<file path="src/rtl/cmp_pkg.sv">
// Shared types and helpers for the comparator hysteresis monitor.
// Holds the FSM state encoding, default sizing and the flag legality check.
package cmp_pkg;

  typedef enum logic [1:0] {
    BELOW   = 2'd0,
    RISING  = 2'd1,
    ABOVE   = 2'd2,
    FALLING = 2'd3
  } state_t;

  localparam int DEBOUNCE_DEF = 4;
  localparam int CNT_W_DEF    = 4;
  localparam int EVT_W_DEF    = 8;

  // Flags are ordered {equal, lower, greater}.
  function automatic logic flags_onehot(input logic [2:0] flags);
    return (flags == 3'b001) || (flags == 3'b010) || (flags == 3'b100);
  endfunction

endpackage

</file>
<file path="src/rtl/cmp_sat_counter.sv">
// Saturating up-counter; clear has priority over increment and holds at all-ones.
module cmp_sat_counter #(
  parameter int W = 8
) (
  input  logic         clk,
  input  logic         rst,
  input  logic         inc_i,
  input  logic         clr_i,
  output logic [W-1:0] count_o
);

  logic [W-1:0] count_q;
  logic [W-1:0] count_d;

  always_comb begin
    count_d = count_q;
    if (clr_i) begin
      count_d = '0;
    end else if (inc_i && (count_q != {W{1'b1}})) begin
      count_d = count_q + 1'b1;
    end
  end

  // NOTE: sequential state uses non-blocking assignments so every register samples pre-edge values.
  always_ff @(posedge clk) begin
    if (rst) begin
      count_q <= '0;
    end else begin
      count_q <= count_d;
    end
  end

  assign count_o = count_q;

endmodule

</file>
<file path="src/rtl/cmp_hysteresis_monitor.sv">
// Debounces comparator equal/lower/greater flags with a 4-state hysteresis FSM and
// reports a registered level, crossing pulses, a crossing count and a sticky flag error.
module cmp_hysteresis_monitor
  import cmp_pkg::*;
#(
  parameter int DEBOUNCE = DEBOUNCE_DEF,
  parameter int CNT_W    = CNT_W_DEF,
  parameter int EVT_W    = EVT_W_DEF
) (
  input  logic             clk,
  input  logic             rst,
  input  logic             in_valid,
  input  logic             equal,
  input  logic             lower,
  input  logic             greater,
  input  logic             clear,
  output logic             above,
  output logic             rise_pulse,
  output logic             fall_pulse,
  output logic [EVT_W-1:0] evt_count,
  output logic             flag_err
);

  localparam logic [CNT_W-1:0] DEB = CNT_W'(DEBOUNCE);

  state_t           state_q, state_d;
  logic [CNT_W-1:0] cnt_q, cnt_d;
  logic [CNT_W-1:0] cnt_inc;
  logic             above_q, above_d;
  logic             rise_q, rise_d;
  logic             fall_q, fall_d;
  logic             err_q, err_d;
  logic             legal;
  logic             qual;

  assign legal   = flags_onehot({equal, lower, greater});
  assign qual    = in_valid && legal;
  assign cnt_inc = cnt_q + 1'b1;

  always_ff @(posedge clk) begin
    if (rst) begin
      state_q <= BELOW;
      cnt_q   <= '0;
      above_q <= 1'b0;
      rise_q  <= 1'b0;
      fall_q  <= 1'b0;
      err_q   <= 1'b0;
    end else begin
      state_q <= state_d;
      cnt_q   <= cnt_d;
      above_q <= above_d;
      rise_q  <= rise_d;
      fall_q  <= fall_d;
      err_q   <= err_d;
    end
  end

  // NOTE: defaults at the top of every combinational block keep all paths assigned, so no latches form.
  always_comb begin
    state_d = state_q;
    cnt_d   = cnt_q;
    if (qual) begin
      unique case (state_q)
        BELOW: begin
          cnt_d = '0;
          if (greater) begin
            if (DEB == CNT_W'(1)) state_d = ABOVE;
            else begin
              state_d = RISING;
              cnt_d   = CNT_W'(1);
            end
          end
        end
        RISING: begin
          if (greater) begin
            if (cnt_inc == DEB) begin
              state_d = ABOVE;
              cnt_d   = '0;
            end else cnt_d = cnt_inc;
          end else if (lower) begin
            state_d = BELOW;
            cnt_d   = '0;
          end
        end
        ABOVE: begin
          cnt_d = '0;
          if (lower) begin
            if (DEB == CNT_W'(1)) state_d = BELOW;
            else begin
              state_d = FALLING;
              cnt_d   = CNT_W'(1);
            end
          end
        end
        FALLING: begin
          if (lower) begin
            if (cnt_inc == DEB) begin
              state_d = BELOW;
              cnt_d   = '0;
            end else cnt_d = cnt_inc;
          end else if (greater) begin
            state_d = ABOVE;
            cnt_d   = '0;
          end
        end
        default: ;
      endcase
    end
  end

  // Pulses mark genuine crossings only; aborted debounces return to their own side silently.
  always_comb begin
    above_d = (state_d == ABOVE) || (state_d == FALLING);
    rise_d  = (state_d == ABOVE) && ((state_q == BELOW) || (state_q == RISING));
    fall_d  = (state_d == BELOW) && ((state_q == ABOVE) || (state_q == FALLING));
    err_d   = err_q;
    if (in_valid && !legal) err_d = 1'b1;
    else if (clear)         err_d = 1'b0;
  end

  cmp_sat_counter #(.W(EVT_W)) u_evt_cnt (
    .clk     (clk),
    .rst     (rst),
    .inc_i   (rise_d || fall_d),
    .clr_i   (clear),
    .count_o (evt_count)
  );

  assign above      = above_q;
  assign rise_pulse = rise_q;
  assign fall_pulse = fall_q;
  assign flag_err   = err_q;

endmodule
</file>
<file path="config.mk">
export PLATFORM = sky130hd
export DESIGN_NAME = cmp_hysteresis_monitor
export DESIGN_NICKNAME = d
export VERILOG_FILES = /design/src/rtl/cmp_pkg.sv /design/src/rtl/cmp_sat_counter.sv /design/src/rtl/cmp_hysteresis_monitor.sv
export SDC_FILE = /design/constraint.sdc
export NUM_CORES = 1
export LEC_CHECK = 0
export CAP_MARGIN = 20
export CORE_ASPECT_RATIO = 1.1
export CORE_MARGIN = 10
export CORE_UTILIZATION = 55
export DETAILED_ROUTE_END_ITERATION = 12
export DONT_BUFFER_PORTS = 1
export GPL_TIMING_DRIVEN = 0
export PLACE_DENSITY_LB_ADDON = 0.12
export SYNTH_ARGS = -nofsm -noshare
export SYNTH_HDL_FRONTEND = slang
export SYNTH_SLANG_ARGS = --single-unit
</file>
<file path="constraint.sdc">
create_clock -name clk -period 1.95 [get_ports clk]
set_input_delay 0.4875 -clock clk [delete_from_list [all_inputs] [get_ports clk]]
set_output_delay 0.4875 -clock clk [all_outputs]
set_load 0.02 [all_outputs]
</file>
# Yosys cells after proc, flatten, opt, wreduce, memory -nomap -nowiden
# Cells that the tools add are included.
# totals
regBits,18
out_inout_bits,12
inputBits,7
# classes
reduce_logical,17
n_mux,20
n_eq_ne,12
addsub,2
# ops
operator,n
two-way mux 4 bit,5
two-way mux 2 bit,9
case mux 4 bit (4 select lines),1
adder 8 x 1 -> 8 bit (second input constant),1
== test 2 bit (second input constant),4
!= test 8 bit (second input constant),1
case mux 2 bit (4 select lines),1
logical OR 1 bit,6
!= test 3 bit (second input constant),2
logical AND 1 bit,5
adder 4 x 1 -> 4 bit (second input constant),1
== test 4 x 3 -> 1 bit (second input constant),1
logical NOT 2 bit,2
two-way mux 1 bit,4
== test 3 x 1 -> 1 bit (second input constant),1
== test 3 x 2 -> 1 bit (second input constant),1
== test 3 bit (second input constant),1
AND reduction 3 bit,1
== test 2 x 1 -> 1 bit (second input constant),1
nonzero test 2 bit,1
OR reduction 2 bit,1
logical NOT 1 bit,1

# Depth between registers and ports, before layout
# Gate-level depths: netlist of run 1.
# depth
word_depth,10
mapped_depth,8
ltp_nobuf,7

# Cells and area by module
# A second synthesis of run 1 with hierarchy kept.
# unflattened
cells_unflattened,130
area_unflattened_um2,1088.5
# by_module_without_submodules
module,area_each_um2,instances,seq_area_each_um2,cells_per_inst
cmp_hysteresis_monitor,653.1,1,200.2,83
cmp_sat_counter,435.4,1,160.2,47

# Worst setup path after synthesis of run 1
# OpenSTA, ideal clock, no wires.
# synth_path
path_kind,input-to-reg
startpoint,input port lower
endpoint,"register u_evt_cnt.count_q[5], in the netlist u_evt_cnt.count_o[5]"
path_buffers,0
cell_stages,6
arrival_ns,1.642
setup_time_ns,0.070
setup_slack_ns,0.237
cell_sequence,o21ai_0 > o211ai_2 > nor3_4 > nand3_4 > or3_1 > a21oi_1
# synth_via
elab_chain_len,9
elab_cells_between_ends,18
# synth_lines
item,line,text
start: declaration,cmp_hysteresis_monitor.sv:14,"input logic lower,"
"parallel branches: the longest is 4 deep, another holds case mux 2 bit (4 select lines)",n/a,
two-way mux 2 bit (*),cmp_hysteresis_monitor.sv:62,if (qual) begin
== test 2 bit / logical NOT 2 bit (equally long branches),"cmp_hysteresis_monitor.sv:114, cmp_hysteresis_monitor.sv:115",
"logical AND 1 bit, on equally long branches","cmp_hysteresis_monitor.sv:114, cmp_hysteresis_monitor.sv:115",
logical OR 1 bit (*),cmp_hysteresis_monitor.sv:124,".inc_i (rise_d || fall_d),"
logical AND 1 bit (*),cmp_sat_counter.sv:19,end else if (inc_i && (count_q != {W{1'b1}})) begin
end signal: assignment,cmp_sat_counter.sv:29,count_q <= count_d;
end: declaration,cmp_sat_counter.sv:12,logic [W-1:0] count_q;
# Every way passes the cells marked *.
# A chain may end at the register's enable or synchronous reset.

# Worst setup path after layout of run 1
# layout_path
startpoint,register cnt_q[0]
endpoint,"register u_evt_cnt.count_q[7], in the netlist u_evt_cnt.count_o[7]"
# layout_via
elab_chain_len,10
elab_cells_between_ends,14
# layout_lines
item,line,text
start: declaration,cmp_hysteresis_monitor.sv:27,"logic [CNT_W-1:0] cnt_q, cnt_d;"
start signal: assignment,cmp_hysteresis_monitor.sv:50,cnt_q <= cnt_d;
adder 4 x 1 -> 4 bit (*),cmp_hysteresis_monitor.sv:38,assign cnt_inc = cnt_q + 1'b1;
== test 4 x 3 -> 1 bit (*),"cmp_hysteresis_monitor.sv:76, cmp_hysteresis_monitor.sv:97",
"two-way mux 2 bit, on equally long branches","cmp_hysteresis_monitor.sv:97, cmp_hysteresis_monitor.sv:76",
"two-way mux 2 bit, on equally long branches","cmp_hysteresis_monitor.sv:96, cmp_hysteresis_monitor.sv:75",
case mux 2 bit (4 select lines) (*),cmp_hysteresis_monitor.sv:63,unique case (state_q)
two-way mux 2 bit (*),cmp_hysteresis_monitor.sv:62,
== test 2 bit / logical NOT 2 bit (equally long branches),"cmp_hysteresis_monitor.sv:114, cmp_hysteresis_monitor.sv:115",
"logical AND 1 bit, on equally long branches","cmp_hysteresis_monitor.sv:114, cmp_hysteresis_monitor.sv:115",
logical OR 1 bit (*),cmp_hysteresis_monitor.sv:124,
logical AND 1 bit (*),cmp_sat_counter.sv:19,
# Mark *: on every way between the ends. The rest lies on a longest branch, timed or not.

==> results.md, run 1 <==
* Status: complete, no violations
* Final wirelength at 1830 µm
* DRC at 0
* Largest cells by area after synthesis: dfxtp_1 38%, a21oi_1 5.3%, xor2_1 4.6%
* Clock Path Buffers at 2
* Die X at 59.5 µm
* DIE AREA at 0.00377 mm²
* Detailed-route via count at 774
* Sink Count at 18
* Total clock buffers created by CTS at 3
* Placed inst area at 963 µm²
* Seq pwr share at 58.0%
* Simple-gate share of the synthesized area at 31.3%
* Syn_nets at 122
* HPWL reported at the end of detailed placement at 1410 µm
* P_int at 502 µW
* CP max stage delay at 0.36 ns
* Number of global-route vias before repair at 670
* Yosys warning count at 0
* Max-slew headroom at 71.0%
* CP Class: flop to flop
* Worst setup EP type: flop
* PortBufs at 0
* Logic pwr share at 6.2%
* Length of routed wiring on met1 at 855 µm
* Met2 WL at 806 µm
* Adder-cell share of the synthesized area at 3.98%
* Fraction of layout cells with a size suffix above 1 at 12.1%
* Crit-path cells: ha_1, nor2b_1, a211o_1, and3_1, buf_2, nand3_4, or3_1, a21oi_1
* GRT overflow at 0
* CTS H-tree depth at 1
* Crit path buf inv count at 1
* Largest family of logic cells by synthesized area: simple AND/OR/NAND/NOR gates
* GP Congestion at 0.755
* Core box area at 0.00160 mm²
* Most frequent cells in the layout: 16 x dfxtp_1, 11 x nor2_1, 10 x a21oi_1
* Antenna diodes at 0
* Final Setup Violations at 0
* Post-synthesis xor/xnor area fraction at 4.65%
* Fin crit period at 1.85 ns
* Clock network fraction of design power at 35.8%
* Clock Skews at 0.00177 ns
* Nets at 127
* Pre-antenna DRT Iters at 4
* Worst min path class: input pin to flop
* Area delta synth->final at 6.37%
* Initial Util at 59.1%
* Commonest non-fill, non-tap cell in the layout: dfxtp_1
* Post-Synthesis Cell Area at 942 µm²
* Sw Ratio at 23.1%
* Max FO, Critical Path at 9
* Fin crit share at 94.7%
* Max VDD drop at 0.407 mV
* Die height at 63.4 µm
* CTS clock-pin slew for the worst setup and hold paths at 0.10 ns
* Largest net degree at the start of global routing at 11
* Clk_lat worst skew at 0.30 ns
* Row cnt at 15
* Setup crit start kind: flop
* Library cells used by synthesis at 34
* Max Clk Rate at 541 MHz
* Switch Pwr at 151 µW
* GRT Util Overall at 9.69%
* Area share of the largest cell type after synthesis at 38.2%
* CTS tree: yes
* Initial antenna violation count at 0
* Max-Cap Viols at 0
* RSZ-0062 raised after global routing: no
* Avg Inst Size Synth at 8.41 µm²
* CP arrival at 2.09 ns
* Root Driver: clkbuf_4
* Top delay family on crit path: simple AND/OR/NAND/NOR gates
* Fin. max-slew vios at 0
* DR iter-0 viols at 18
* Metal3 WL at 125 µm
* Design Area, Final at 0.00100 mm²
* IO Count at 19
* Post-DR wirelength/cell at 13.7 µm
* Cts hold-fix bufs at 0
* Post-DRT Antenna Nets at 0
* Power Density at 651 mW/mm²
* Mux contribution to synthesized area at 2.12%
* Critical Path RT at 2.19 ns
* First-pass GRT wire length at 2990 µm
* Worst slew pin tran at 0.435 ns
* Vias/cell at 5.82
* Slowest cell on crit path: dfxtp_2
* Max layer used: met4
* FF+latch count, synth at 18
* Setup_tns at 0 ns
* Seq/Total Area, Yosys at 38.2%
* Yosys top cell by area: dfxtp_1
* Syn Inst Count at 112
* Synth Area in Compound Gates at 16.7%
* Hold Vio Cnt, Final at 0
* Leak Pwr at 0.389 nW
[cells in the mapped netlist (all sizes together)]
| cell | instances |
|---|---|
| nor2b | 6 |
| mux2i | 2 |
| o21a | 1 |
| nor3b | 3 |
| nor4 | 1 |
| and3 | 3 |
| nor3 | 2 |
| or4 | 1 |
| or2b | 1 |
| nor2 | 11 |
| o21ai | 9 |
| nand2 | 7 |
| a21o | 1 |
| or3 | 2 |
| a21oi | 10 |
| and2 | 1 |
| inv | 4 |
| a211o | 1 |
| or2 | 1 |
| dfxtp | 18 |
| and4b | 1 |
| buf | 2 |
| nand4 | 2 |
| ha | 3 |
| nand3 | 9 |
| xor2 | 5 |
| a211oi | 2 |
| o211ai | 1 |
| clkbuf | 1 |
| a31oi | 1 |
[final timing paths]
kind	start	to	slack [ns]	cells after the start
setup reg to reg	cnt_q[0]$_SDFFE_PP0P_	u_evt_cnt.count_o[7]$_SDFFE_PP0P_	0.10	8
hold reg to reg	cnt_q[1]$_SDFFE_PP0P_	cnt_q[1]$_SDFFE_PP0P_	0.49	2
setup / recovery	cnt_q[0]$_SDFFE_PP0P_	u_evt_cnt.count_o[7]$_SDFFE_PP0P_	0.10	8
hold / removal	in_valid	flag_err$_SDFFE_PP0P_	0.33	2
[power by group through the flow]
stage	Combinational [mW]	Clock, mW	Sequential, mW
6_report	0.0403	0.233	0.378
5_1_grt	0.0462	0.257	0.379
4_1_cts	0.0405	0.237	0.378
3_5_place_dp	0.0404	0	0.386
3_3_place_gp	0.0399	0	0.386
2_1_floorplan	0.0345	0	0.385
[layer usage]
| metal | vias up | global-route usage [%] |
|---|---|---|
| met5 | - | 0 |
| met4 | 0 | 5.17 |
| met3 | 5 | 3.01 |
| met2 | 17 | 14.6 |
| met1 | 348 | 11.7 |
| li1 | 404 | - |
[cell type report]
type / count / area [µm²]
sequential: 18 / 363
fill: 134 / 593
tap: 17 / 21.3
buffer: 3 / 12.5
clock buffer: 4 / 36.3
multi-input combinational: 87 / 554
inverter: 4 / 15.0
[per-stage QoR]
step | cells | utilization [%] | hold WS (ns) | power [mW] | setup slack [ns]
global route | 133 | 62.8 | 0.350 | 0.683 | 0.00671
global placement | 129 | 60.4 | 0.485 | 0.426 | 0.0938
CTS | 133 | 62.7 | 0.334 | 0.656 | 0.0588
finish | 133 | 62.8 | 0.332 | 0.652 | 0.103
floorplan | 112 | - | 0.467 | 0.420 | 0.237
detailed placement | 129 | 60.4 | 0.501 | 0.427 | 0.0776
[flip-flops by register name (all words and copies together) (netlist names)]
register,cells
above,1
cnt_q,4
u_evt_cnt.count_o,8
flag_err,1
state_q,2
rise_pulse,1
fall_pulse,1
[cell families (layout without fill, tap and decap cells)]
kind of cell | after synthesis | in the layout
buffers and inverters | 7 | 11
XOR/XNOR | 5 | 5
flip-flops | 18 | 18
multiplexers | 2 | 2
AO/OA/AOI/OAI | 26 | 26
AND/OR/NAND/NOR | 51 | 51
adder cells (fa/ha/maj) | 3 | 3
[repair_timing]
action,4_1_cts,5_1_grt
setup endpoints to repair,0,4
buffers inserted,0,0
resized for setup,0,3
Note: power is estimated with default switching activity, not from simulation.
==> run 2: changes to the inputs <==
Settings changed: GPL_ROUTABILITY_DRIVEN set to 0.
==> results of run 2 <==
No change in the layout: final DEF, timing and power equal those of run 1.
==> run 3: changes to the inputs <==
Settings changed: SYNTH_HIERARCHICAL set to 1.
==> run 3 against run 2 <==
  * The run now ends with setup timing left
  * Largest cell class unchanged
  * Fmax fell by 24%
  * Clock-buffer cell count fell by 1
  * Flip-flop and latch count did not move
  * Synthesized cell count rose by 16%
  * Register-to-register slack got worse by 0.59 ns
  * Sequential power barely moved
==> results.md, run 3 <==
* Initial Util at 59.8% (+0.69 points)
* First-pass GRT wire length at 4700 µm (+57%)
* Library cells used by synthesis at 47 (+38%)
* Max-Cap Viols at 0 (unchanged)
* Setup_tns at -2.92 ns (-2.92 ns)
* Clk_lat worst skew at 0.30 ns (about the same)
* Core box area at 0.00182 mm² (+14%)
* Pre-CTS setup slack at -0.624 ns (-0.702 ns)
* Avg Inst Size Synth at 8.37 µm² (-0.46%)
* Worst setup EP type: flop
* Vias/cell at 6.27 (+7.8%)
* Setup crit start kind: flop
* CP startpoint: cnt_q[0]$_SDFFE_PP0P_
* CTS clock-pin slew for the worst setup and hold paths at 0.10 ns (about the same)
* Root Driver: clkbuf_4
* Antenna diodes at 0 (unchanged)
* Failing checks: setup timing
* Area delta synth->final at 22.2%
* CP arrival at 2.64 ns (+0.55 ns)
* CTS H-tree depth at 1 (unchanged)
* HPWL reported at the end of detailed placement at 1870 µm (+32%)
* Register area at 369 µm² (+1.7%)
* Largest net degree at the start of global routing at 11 (unchanged)
* GRT overflow at 0 (unchanged)
* Logic pwr share at 11.2% (+5.0 points)
* RSZ-0062 raised after global routing: yes
* Hold Vio Cnt, Final at 0 (unchanged)
* Fraction of layout cells with a size suffix above 1 at 25.9% (+14 points)
* Seq pwr share at 59.7% (+1.7 points)
* P_int at 472 µW (-6.0%)
* Switch Pwr at 160 µW (+6.4%)
* Commonest non-fill, non-tap cell in the layout: dfxtp_1
* Top-count cell post-synth: dfxtp_1
* Number of flops mapped to enable cells by yosys at 0 (unchanged)
* Clock Path Buffers at 2 (unchanged)
* Leak Pwr at 0.444 nW (+14%)
* Clock Skews at 0.00173 ns (-0.0000380 ns)
* Ys async rst share at 0% (unchanged)
* Status: complete, but fails checks
* Crit-path cells: ha_4, o21a_1, or4_4, a211oi_4, nand3_2, or4_1, and3_1
* Max-slew headroom at 52.3% (-19 points)
* Top delay family on crit path: simple AND/OR/NAND/NOR gates
* Sw Ratio at 25.4% (+2.3 points)
* Syn_nets at 140 (+15%)
* RR Startpoint: cnt_q[0]$_SDFFE_PP0P_
* Critical Path RT at 2.15 ns (-0.04 ns)
* Fin crit share at 125% (+30 points)
* Pre-antenna DRT Iters at 4 (unchanged)
* Synth cell count leaders: 18 x dfxtp_1, 13 x nand2_1, 9 x a21oi_1, 7 x inv_1, 6 x nand3_1
* Fillers at 136 (+1.5%)
* Area share of the largest cell type after synthesis at 33.1% (-5.1 points)
* Die height at 66.7 µm (+5.1%)
* Design Area, Final at 0.00133 mm² (+33%)
* Hold path start: rst
* Final Setup Violations at 8 (+8)
* PortBufs at 0 (unchanged)
* CP Class: flop to flop
* Top_reg_cell synth: dfxtp_1
* Most frequent cells in the layout: 15 x dfxtp_1, 13 x nand2_1, 10 x buf_4
* Cts hold-fix bufs at 0 (unchanged)
* Total clock buffers created by CTS at 3 (unchanged)
* Nets at 155 (+22%)
* CTS tree: yes
* Post-Synthesis Cell Area at 0.00109 mm² (+16%)
* FF+latch count, synth at 18 (unchanged)
* Area of the multi-input gates at 764 µm² (+38%)
* Placed Instances at 157 (+22%)
* Number of global-route vias before repair at 950 (+42%)
* Placed inst area at 0.00116 mm² (+21%)
* Max FO, Critical Path at 5 (-4)
* Yosys top cell by area: dfxtp_1
* Fin. max-slew vios at 0 (unchanged)
* Worst min path class: input pin to flop
* IO Count at 19 (unchanged)
* CP max stage delay at 0.51 ns (+0.15 ns)
* Row cnt at 16 (+1)
* Fin crit period at 2.44 ns (+0.591 ns)
* Crit path buf inv count at 0 (-1)
* DRC at 0 (unchanged)
* Fin cells at 170 (+28%)
* PnR worst setup slack at -0.488 ns (-0.591 ns)
* Detailed-route via count at 1066 (+38%)
* Syn Inst Count at 130 (+16%)
* Slowest cell on crit path: or4_4
* Clock network fraction of design power at 29.1% (-6.7 points)
* Seq/Total Area, Yosys at 33.1% (-5.1 points)
* GRT Util Overall at 13.8% (+4.1 points)
* DIE AREA at 0.00416 mm² (+10%)
* DR iter-0 viols at 43 (+25)
* Die X at 62.4 µm (+5.0%)
* Power Density at 475 mW/mm² (-27%)
* Post-DRT Antenna Nets at 0 (unchanged)
* Yosys warning count at 6 (+6)
* Post-DR wirelength/cell at 17.1 µm (+24%)
* Max Clk Rate at 410 MHz (-24%)
* Number of flip-flops in the largest register at 8 (unchanged)
* Max VDD drop at 0.340 mV (-16%)
* Worst slew pin tran at 0.706 ns (+0.271 ns)
* Final wirelength at 2900 µm (+59%)
* Largest cells by area after synthesis: dfxtp_1 33%, nand2_1 4.5%, a21oi_1 4.1%
* Util after Layout at 73.0% (+10 points)
* Initial antenna violation count at 0 (unchanged)
* Sink Count at 18 (unchanged)
run 3: cell count changes in the layout (fill, tap and decap cells not counted), moves of 3 or more:
| cell | previous run | this run |
|---|---|---|
| a21oi_1 | 10 | 7 |
| nor2b_1 | 6 | 3 |
| buf_4 | 0 | 10 |
| nand3_1 | 8 | 4 |
| xor2_1 | 5 | 1 |
| o41ai_1 | 0 | 3 |
| inv_1 | 4 | 7 |
| nor2_1 | 11 | 5 |
| nand2_1 | 7 | 13 |
| o21ai_0 | 7 | 3 |
run 3: area by class of cell:
type	instances	area share, %
Tap cell	27	2.54
Multi-Input combinational cell	99	57.5
Buffer	5	1.79
Timing Repair Buffer	11	6.77
Sequential cell	18	27.8
Inverter	7	1.98
Clock buffer	3	1.69
run 3: final timing paths:
kind / end / slack (ns) / cells after the start
worst max register to register: u_evt_cnt/count_o[6]$_SDFFE_PP0P_ / -0.49 / 7
worst min-delay path: u_evt_cnt/count_o[5]$_SDFFE_PP0P_ / 0.25 / 1
worst min register to register: cnt_q[2]$_SDFFE_PP0P_ / 0.50 / 2
worst max-delay path: u_evt_cnt/count_o[6]$_SDFFE_PP0P_ / -0.49 / 7
run 3: through the flow:
stage	hold slack, ns	power, mW
final	0.252	0.632
after global routing	0.230	0.665
after CTS	0.247	0.636
after detailed placement	0.500	0.451
after global placement	0.488	0.448
after floorplan	0.475	0.438
run 3: kinds of logic (layout without fill, tap and decap cells):
| group | after synthesis | after routing | synth area share, % |
|---|---|---|---|
| mux | 4 | 4 | 3.68 |
| flops | 18 | 18 | 33.1 |
| simple gates | 55 | 55 | 28.5 |
| xor+xnor | 1 | 1 | 0.805 |
| compound gates | 36 | 36 | 25.4 |
| buf+inv | 13 | 26 | 5.06 |
| fa+ha+maj | 3 | 3 | 3.45 |
run 3: repair_timing:
action / in CTS / in global routing
setup endpoints to repair: 8 / 13
setup buffers: 9 / 2
resized for setup: 14 / 4
pin swaps: 5 / 3
run 3: power by group through the flow:
stage               Sequential (mW)  Clock, mW  Combinational [mW]
finish                        0.377      0.184              0.0705
global route                  0.378      0.208              0.0791
CTS                           0.377      0.191              0.0685
detailed placement            0.388          0              0.0626
global placement              0.388          0              0.0603
floorplan                     0.387          0              0.0509
run 3: worst reg2reg max path: stages (launching register included):
cell	delay (ns)
dfxtp_4	0.38
ha_4	0.18
o21a_1	0.21
or4_4	0.51
a211oi_4	0.32
nand3_2	0.14
or4_1	0.41
and3_1	0.19
run 3: layer usage:
| layer | wire length [µm] | vias to the layer above | track usage [%] | part of all wire [%] |
|---|---|---|---|---|
| li1 | - | 520 | - | - |
| met1 | 1310 | 502 | 16.6 | 45 |
| met2 | 1300 | 37 | 21.5 | 45 |
| met3 | 244 | 7 | 5.18 | 8.4 |
| met4 | 51 | 0 | 6.15 | 1.8 |
| met5 | 0 | - | 0 | 0 |
==> variant 1: new RTL, flow settings as in run 2 <==
`CNT_W_DEF`: 4 -> 5.
--- a/src/rtl/cmp_pkg.sv
+++ b/src/rtl/cmp_pkg.sv
@@ -12,3 +12,3 @@
   localparam int DEBOUNCE_DEF = 4;
-  localparam int CNT_W_DEF    = 4;
+  localparam int CNT_W_DEF    = 5;
   localparam int EVT_W_DEF    = 8;
Formal check against the unedited RTL: no difference found for any inputs over 10 cycles, from zero or initial values and one cycle with rst high; that may be too few to reach the edited logic, so the function may still have changed.
==> variant 1 against run 2 <==
- total power shrank 1.1%
- the flow now finishes with violations (setup timing)
- routed wire length grew 31%
- clock power shrank 17%
- worst setup slack lost 0.11 ns
- sequential cell count grew 1
- cell count grew 12%
- highest routed layer unchanged
- synthesized area grew 9.7%
- clock skew grew 0.0047 ns
- final area grew 19%
- combinational power grew 38%
- core utilization grew 4.0 points
- critical endpoint is now u_evt_cnt.count_o[3]
==> variant 1: results <==
[logic_synthesis]
synthMuxAreaShare_pct = 1.94
ys_seq_area_share_pct = 36.8
ys_types = 41
synth_compound_area_share_pct = 22.9
synth-xor-area-share_pct = 1.69
ys_top_cells_by_count = "dfxtp_1 (19), a21oi_1 (11), nand2_1 (9)"
avgSynthCellArea_um2 = 8.27
async_flop_share_pct = 0
synth_top_area_share_pct = 36.8
synthesis.nets = 134
synth_area_leaders = "dfxtp_1 (37%), a21oi_1 (5.3%), nand2b_1 (3.6%)"
synth-adder-area-share_pct = 2.42

[final_layout]
fill_cells = 157
sh_seq_area_pct = 32.2
inverters = 6
multi_input_area_share_pct = 57.0
buffers = 9
fin_cells = 149
clk_share_pct = 2.31
numSequentialCells = 19
nMultiInputCombCells = 93
final_layout_size_suffix_gt1_share_pct = 19.1
multi_input_area_um2 = 678
bufAreaShareNonClock_pct = 4.73

[route]
drt_wl_total_um = 2390
num_vias = 951
first_iter_violations = 19

[setup_path]
cp.arrival_ns = 2.19
r2r_end = "u_evt_cnt.count_o[3]"
crit_slowest_cell = "or4_4"
max_stage_delay_ns = 0.48
startpoint = "cnt_q[1]"
cp_max_fo = 6
reg2reg_depth = 5

[min_path]
hold_class = "in2reg"
min_to = "fall_pulse"

[placed_design]
place_hpwl_um = 1740
placed_cell_area_um2 = 1070
numPlacedInstances = 143
post-place-ws_ns = -0.157

[pwr]
vdd_drop_max_mv = 0.383
p_leak_uw = 0.000353

[sta]
worstMarginPinSlew_ns = 0.684
finalSetupTns_ns = -0.00304
skew_ns = 0.00646
setup_viol = 1
hold-worst-slack_ns = 0.328
worst_slack_ns = -0.00304

[outcome]
violations = "setup timing"
outcome = "finished with violations"

[global_route]
antenna_found_initial = 0
grtUsageTotal_pct = 12.5
grt_pass1_vias = 923
grt_max_degree = 12
grt_pass1_wl_um = 3970

[clock_network]
postCtsSetupRepairBufs = 3
clockBufferDepth = 2
cts_resized = 6
numCtsBuffers = 3
==> variant 1: changes by cell type after synthesis, moves of 3 or more <==
cell,before,now
clkbuf_1,1,4
nor2_1,11,3
nand3_1,8,5
xor2_1,5,1
o41ai_1,0,3
and3_1,3,0
or4_1,1,4
nand2b_1,0,6
o31ai_1,0,4
==> variant 1: kinds of logic (layout without fill, tap and decap cells) <==
logic type,Yosys count,after routing
AO/OA/AOI/OAI,36,36
XOR/XNOR,2,2
adder cells (fa/ha/maj),2,2
buffers and inverters,13,19
flip-flops,19,19
multiplexers,2,2
AND/OR/NAND/NOR,51,51
==> variant 1: layer usage <==
layer / up-vias / part of all wire (%) / global-route usage (%)
met5: - / 0 / 0
met3: 2 / 8.2 / 4.42
met2: 27 / 52 / 21.1
met4: 0 / 0.67 / 6.70
li1: 480 / - / -
met1: 442 / 40 / 12.9
==> variant 1: power breakdown <==
group          switching [uW]  internal, uW
Combinational            32.3          23.3
Sequential               4.15           392
Clock                     117          76.2
==> variant 2: new RTL, config.mk and constraints of run 2 <==
Made on the original files. Put a register stage on the output `evt_count`, cleared by the reset. The value now appears one clock later. The other outputs are not delayed to match.
--- a/src/rtl/cmp_hysteresis_monitor.sv
+++ b/src/rtl/cmp_hysteresis_monitor.sv
@@ -24,2 +24,4 @@
   localparam logic [CNT_W-1:0] DEB = CNT_W'(DEBOUNCE);
+
+  logic [EVT_W-1:0] evt_count_d;
 
@@ -125,3 +127,3 @@
     .clr_i   (clear),
-    .count_o (evt_count)
+    .count_o (evt_count_d)
   );
@@ -133,2 +135,10 @@
 
+  always_ff @(posedge clk) begin
+    if (rst) begin
+      evt_count <= '0;
+    end else begin
+      evt_count <= evt_count_d;
+    end
+  end
+
 endmodule
Function: changed (a bounded check fails within 10 cycles, from zero or initial values and one cycle with rst high).
==> variant 2 against run 2 <==
- worst setup slack got worse by 0.022 ns
- synthesized area increased by 37%
- final area increased by 47%
- critical path depth decreased by 1
- combinational power increased by 62%
- sequential cell count increased by 8
- total power increased by 50%
- routed wire length increased by 56%
- clock power increased by 61%
- largest cell class unchanged
==> variant 2: results <==
[outcome]
outcome = "complete, no violations"

[global_route]
antenna_found_initial = 0
grt_pass1_wl_um = 4660
grtUsageMet2_pct = 18.4
grt_max_degree = 16
grtUsageTotal_pct = 12.0
gr-usage-met3_pct = 3.94
met1_usage_pct = 14.9

[pwr]
total_power_uw = 977
p_leak_uw = 0.000553
p_int_uw = 765

[final_layout]
fill_cells = 201
clk_share_pct = 3.57
sh_seq_area_pct = 36.2
numSequentialCells = 26
bufAreaShareNonClock_pct = 3.65
multi_input_area_share_pct = 53.3
final_layout_size_suffix_gt1_share_pct = 21.1
n_clock_buffer = 3
inverters = 3

[logic_synthesis]
ys_top_cells_by_count = "dfxtp_1 (26), nor2b_1 (14), nand2_1 (13), a21oi_1 (10), nor2_1 (10)"
ys_seq_area_share_pct = 40.4
ys_types = 45
synth_area_leaders = "dfxtp_1 (40%), nor2b_1 (6.8%), a21oi_1 (3.9%)"

[setup_path]
max_stage_delay_ns = 0.42
crit_family = "compound AO/OA/AOI/OAI gates"
crit_slowest_cell = "dfxtp_4"
cp_max_fo = 10

[route]
wl_met1_um = 1220
first_iter_violations = 52
via_per_inst = 5.98
met3_length_um = 253
wl_met2_um = 1350

[placed_design]
place_hpwl_um = 2040

[sta]
skew_ns = 0.00734
maxSlewHeadroom_pct = 61.0
hold-worst-slack_ns = 0.305

[clock_network]
path_clk_slew_ns = 0.15
clock_latency_ns = 0.33
==> variant 2: changes by cell type after synthesis, sizes merged, moves of 3 or more <==
cell	delta
a31o	+3
dfxtp	+8
nand2	+6
nand2b	+3
nand3	-4
nand3b	+3
nor2b	+8
nor3	+5
o21ai	-6
xor2	-4
==> variant 2: what timing repair did <==
action	4_1_cts	5_1_grt
hold buffers	0	0
gates resized for setup	6	13
setup endpoints to repair	3	4
buffers inserted	2	1
pin swaps	1	4
==> variant 2: metrics by stage <==
stage | setup slack [ns] | area [um2] | TNS, ns | cells
after floorplan | 0.0571 | 1290 | 0 | 145
after global placement | -0.0400 | 1330 | -0.0400 | 175
after detailed placement | -0.0873 | 1330 | -0.127 | 175
after CTS | 0.0170 | 1410 | 0 | 181
after global routing | 0.00425 | 1470 | 0 | 182
final | 0.0807 | 1470 | 0 | 182
==> variant 2: logic make-up (layout without fill, tap and decap cells) <==
| logic type | count (synthesis) | in the layout | synth area share, % |
|---|---|---|---|
| AOI/OAI and AO/OA | 30 | 30 | 18.3 |
| xor gates and xnor gates | 1 | 1 | 0.680 |
| adders and majority gates | 3 | 3 | 2.91 |
| buffers and inverters | 9 | 16 | 3.11 |
| DFF | 26 | 26 | 40.4 |
| muxes | 5 | 5 | 3.98 |
| and+or+nand+nor | 71 | 71 | 30.7 |
==> variant 2: final timing paths <==
| kind | start | endpoint | cells past startpoint |
|---|---|---|---|
| max reg2reg | cnt_q[0] | u_evt_cnt.count_o[7] | 7 |
| min reg2reg | u_evt_cnt.count_o[6] | evt_count[6] | 1 |
| min | in_valid | flag_err | 2 |
| max | cnt_q[0] | u_evt_cnt.count_o[7] | 7 |
